--- src/rtl/demux4_stream_max.sv ---
// Registered 1-to-4 stream demultiplexer: one valid/ready input steered to channels F/E/C/B
// by {S1,S2} or an internal round-robin pointer, plus a running unsigned maximum tracker.
module demux4_stream_max #(
   parameter int W = 4
) (
   input  logic         clk,
   input  logic         rst,
   input  logic [W-1:0] din,
   input  logic         in_valid,
   output logic         in_ready,
   input  logic         S1,
   input  logic         S2,
   input  logic         mode,
   input  logic         clr_max,
   output logic [W-1:0] F,
   output logic [W-1:0] E,
   output logic [W-1:0] C,
   output logic [W-1:0] B,
   output logic         vld_F,
   output logic         vld_E,
   output logic         vld_C,
   output logic         vld_B,
   input  logic         rdy_F,
   input  logic         rdy_E,
   input  logic         rdy_C,
   input  logic         rdy_B,
   output logic [W-1:0] max_out,
   output logic [1:0]   max_ch,
   output logic         max_valid
);

   localparam int NCH = 4;

   // Channel codes match the 4:1 selector encoding.
   typedef enum logic [1:0] {
      CH_F = 2'b00,
      CH_E = 2'b01,
      CH_C = 2'b10,
      CH_B = 2'b11
   } ch_e;

   logic [NCH-1:0] rdy_vec;
   ch_e            sel;
   logic           accept;

   logic [W-1:0]   data_q [NCH];
   logic [W-1:0]   data_d [NCH];
   logic [NCH-1:0] vld_q;
   logic [NCH-1:0] vld_d;
   logic [1:0]     rr_q;
   logic [1:0]     rr_d;

   logic [W-1:0]   max_q;
   logic [W-1:0]   max_d;
   ch_e            max_ch_q;
   ch_e            max_ch_d;
   logic           max_valid_q;
   logic           max_valid_d;

   assign rdy_vec = {rdy_B, rdy_C, rdy_E, rdy_F};

   // A mode change redirects steering in the same cycle; rr_q itself is untouched by mode.
   always_comb begin
      sel = mode ? ch_e'(rr_q) : ch_e'({S1, S2});
   end

   // A full channel that drains this cycle can take the next word.
   assign in_ready = ~vld_q[sel] | rdy_vec[sel];
   assign accept   = in_valid & in_ready;

   // NOTE: every always_comb output gets its hold value first, so no path leaves it unassigned and no latch is inferred.
   always_comb begin
      for (int i = 0; i < NCH; i++) begin
         data_d[i] = data_q[i];
         vld_d[i]  = vld_q[i] & ~rdy_vec[i];
      end
      if (accept) begin
         data_d[sel] = din;
         vld_d[sel]  = 1'b1;
      end
   end

   always_comb begin
      rr_d = rr_q;
      if (accept && mode) begin
         rr_d = rr_q + 2'd1;
      end
   end

   // Strict compare keeps the earlier word on ties; clr_max with an accept restarts from din.
   always_comb begin
      max_d       = max_q;
      max_ch_d    = max_ch_q;
      max_valid_d = max_valid_q;
      if (accept && (clr_max || !max_valid_q || (din > max_q))) begin
         max_d       = din;
         max_ch_d    = sel;
         max_valid_d = 1'b1;
      end else if (clr_max) begin
         max_d       = '0;
         max_ch_d    = CH_F;
         max_valid_d = 1'b0;
      end
   end

   // NOTE: state registers use non-blocking assignments so every flop samples pre-edge values.
   // NOTE: the channel data array is reset because its contents are directly visible on F/E/C/B.
   always_ff @(posedge clk or posedge rst) begin
      if (rst) begin
         for (int i = 0; i < NCH; i++) begin
            data_q[i] <= '0;
         end
         vld_q <= '0;
         rr_q  <= 2'd0;
      end else begin
         for (int i = 0; i < NCH; i++) begin
            data_q[i] <= data_d[i];
         end
         vld_q <= vld_d;
         rr_q  <= rr_d;
      end
   end

   always_ff @(posedge clk or posedge rst) begin
      if (rst) begin
         max_q       <= '0;
         max_ch_q    <= CH_F;
         max_valid_q <= 1'b0;
      end else begin
         max_q       <= max_d;
         max_ch_q    <= max_ch_d;
         max_valid_q <= max_valid_d;
      end
   end

   assign F         = data_q[CH_F];
   assign E         = data_q[CH_E];
   assign C         = data_q[CH_C];
   assign B         = data_q[CH_B];
   assign vld_F     = vld_q[CH_F];
   assign vld_E     = vld_q[CH_E];
   assign vld_C     = vld_q[CH_C];
   assign vld_B     = vld_q[CH_B];
   assign max_out   = max_q;
   assign max_ch    = max_ch_q;
   assign max_valid = max_valid_q;

endmodule

--- config.mk ---
export PLATFORM = sky130hd
export DESIGN_NAME = demux4_stream_max
export DESIGN_NICKNAME = d
export VERILOG_FILES = /design/src/rtl/demux4_stream_max.sv
export SDC_FILE = /design/constraint.sdc
export NUM_CORES = 1
export LEC_CHECK = 0
export CAP_MARGIN = 20
export CELL_PAD_IN_SITES_DETAIL_PLACEMENT = 0
export CELL_PAD_IN_SITES_GLOBAL_PLACEMENT = 2
export CORE_ASPECT_RATIO = 0.6
export CORE_MARGIN = 5
export CORE_UTILIZATION = 26
export CTS_CLUSTER_SIZE = 16
export DETAILED_ROUTE_END_ITERATION = 8
export GPL_ROUTABILITY_DRIVEN = 0
export GPL_TIMING_DRIVEN = 1
export PLACE_DENSITY = 0.71
export SLEW_MARGIN = 10
export SYNTH_ARGS = -nofsm -noshare
export SYNTH_HDL_FRONTEND = slang
export SYNTH_SLANG_ARGS = --single-unit
--- constraint.sdc ---
create_clock -name clk -period 1.6 [get_ports clk]
set_input_delay 0.4 -clock clk [delete_from_list [all_inputs] [get_ports clk]]
set_output_delay 0.4 -clock clk [all_outputs]
set_load 0.005 [all_outputs]
==> run metrics <==
status=finished with violations; violated checks=setup timing; Internal Power=2700 uW; Filler Cell Count=480; Fin Clk Skew=0.00579 ns; Final Max Tran Viols=0; area share of fa/ha/maj cells after synthesis=3.77%; global-route wire length before repair=5.87 mm; HPWL Detailed=2.68 mm; warnings from Yosys=0; register area=726 sq um; via density per instance=4.15; Startpoint Class=primary input; Tcrit/Tclk final=114%; clk slew on worst S/H paths=0.06 ns; WL per Instance=14.3 um; RSZ-0062 raised after global routing=true; Reg-to-Reg End=max_out[1]; number of buffers inserted by hold repair at cts=0; Max-Cap Viols=0; Routed Antenna Nets=0; Compound-Gate Fraction of Synth Area=5.00%; fin util=46.3%; setup violators final=9; Place WS=-0.905 ns; Die ar.=0.00668 sq mm; most common cell after layout, fill and taps aside=dfrtp_1; Worst EP required=1.20 ns; slew at the pin closest to its max-slew limit=0.381 ns; CTS tree=built; initial core utilization=26.5%; worst hold slack=0.485 ns; switch share=28.5%; slew margin rel.=74.6%; Setup crit end kind=output pin; row cnt=20; crit path time final=1.83 ns; Power Dens Cells=1630 mW/mm^2; P_leak=0.00114 uW; Max Freq=0.547 GHz; R2R Setup Slk=-0.16 ns; CP arrival=1.43 ns; residual DRC count=0; core area=0.00500 sq mm; drt total wl=3.63 mm; Post-Synthesis Cells=104; switching power=1080 uW; sequential area share after synthesis=54.7%; Max VDD drop=0.645 mV; Worst-Skew Late Latency=0.28 ns; port bufs=42; Gate power share=46.0%; Root Driver=clkbuf_8; remaining global-route overflow=0; via count=1053; Avg Cell Area, Syn=12.8 sq um; Fin Setup TNS=-0.995 ns; Netlist cell types=23; total power=3780 uW; drt pass-1 iters=4; die width=102 um; simple logic cell fraction of the synthesized area=13.3%; multiplexer share of the synthesized area=20.5%; Clock power frac=20.8%; largest family of logic cells by synthesized area=multiplexers; antenna diode count=0; Die Y=65.4 um; worst r2r path cells=7; Reg power frac=33.3%; crit path launch=mode; share of layout cells above drive strength 1=39.9%; clk sink count=29; commonest non-fill, non-tap cells in the layout=dfrtp_1 (29), buf_4 (27), clkdlybuf4s50_1 (22); I/O Pins=43; largest net degree at the start of global routing=30; Tot GR Track Use=11.8%; final worst slack=-0.229 ns; worst flop-to-flop path startpoint=max_out[1]; Syn Std Cell Area=0.00133 sq mm; syn_nets=123; area of the multi-input gates=678 sq um; H-tree depth=2; HP Class=in -> async; CP Max Fanout=4; initial antenna violation count=0; Longest Clk Path Bufs=2; vias in the first global route=1153; Area Overhead vs Synth=74.6%; Nets=206; DRT iter0 DRCs=24; Fin. Hold Viols=0; Post-Synth XOR/XNOR Area=1.32%; CP Class=in -> out; #FFs+latches synth=29; CTS buffer count=5
[layout make-up]
cell class              count  share of cell area [%]
repair buffers             76                    30.0
flip-flops and latches     29                    31.3
clock inverters             1                    1.30
clock buffers               7                    3.73
inverters                   5                   0.810
multi-input cells          70                    29.3
well taps                  66                    3.56
[flip-flops by register name (all words and copies together) (netlist names), 2 cells and up]
signal	cells
E	4
B	4
F	4
max_out	4
vld_q	4
rr_q	2
max_ch	2
C	4
[through the flow]
step | cell area [sq um] | instances
after floorplan | 1350 | 104
after global placement | 2040 | 237
after detailed placement | 2040 | 237
after CTS | 2230 | 250
after global routing | 2320 | 254
final | 2320 | 254
[layer usage]
metal	vias up	routed length [um]	track usage, %
li1	530	-	-
met1	488	1940	17.2
met2	33	1430	15.5
met3	2	243	4.88
met4	0	14	3.93
met5	-	0	0
[power groups by stage]
stage | registers, uW | clock network [uW] | logic, uW
floorplan | 1260 | 0 | 600
global placement | 1250 | 0 | 1570
detailed placement | 1270 | 0 | 1590
CTS | 1260 | 812 | 1680
global route | 1300 | 852 | 1890
finish | 1260 | 784 | 1740
[Yosys cell counts (all sizes together)]
cell    instances  share of area, %
a21oi           2              0.75
and4            1              0.66
mux2           15                14
nand4           1              0.47
nand4b          1              0.66
xnor2           2               1.3
mux2i           8               7.0
o211ai          1              0.57
inv             5               1.4
nand2b         10               5.3
o22ai           1              0.94
nand3           2              0.75
nor2b           2              0.94
nand2          10               2.8
o21ai           5               2.7
dfrtp          29                55
ha              4               3.8
nand3b          1              0.57
nor2            4               1.1
[worst max-delay path by stage]
| stage | endpoint | slack [ns] | cells past startpoint |
|---|---|---|---|
| 6_report | in_ready | -0.23 | 5 |
| 5_1_grt | in_ready | -0.31 | 4 |
| 4_1_cts | in_ready | -0.25 | 4 |
| 3_5_place_dp | in_ready | -0.91 | 5 |
| 3_3_place_gp | in_ready | -0.88 | 5 |
| 2_1_floorplan | max_out[1] | -0.1 | 7 |
[cells by family (layout without fill, tap and decap cells)]
kind of cell | Yosys count | after routing
adders and majority gates | 4 | 4
buffers and inverters | 5 | 89
DFF | 29 | 29
AOI/OAI and AO/OA | 9 | 9
and+or+nand+nor | 32 | 32
muxes | 23 | 23
xor gates and xnor gates | 2 | 2
[critical path: stages]
cell	delay (ns)
clkdlybuf4s15_2	0.22
mux2i_4	0.30
mux2i_2	0.27
mux2i_1	0.10
buf_2	0.13
[repair_timing]
item | in CTS | in global routing
resized for setup | 32 | 14
endpoints found under the setup margin | 36 | 23
setup buffers | 6 | 4
pin swaps | 8 | 2
No activity file was read; power rests on OpenSTA's default activity.
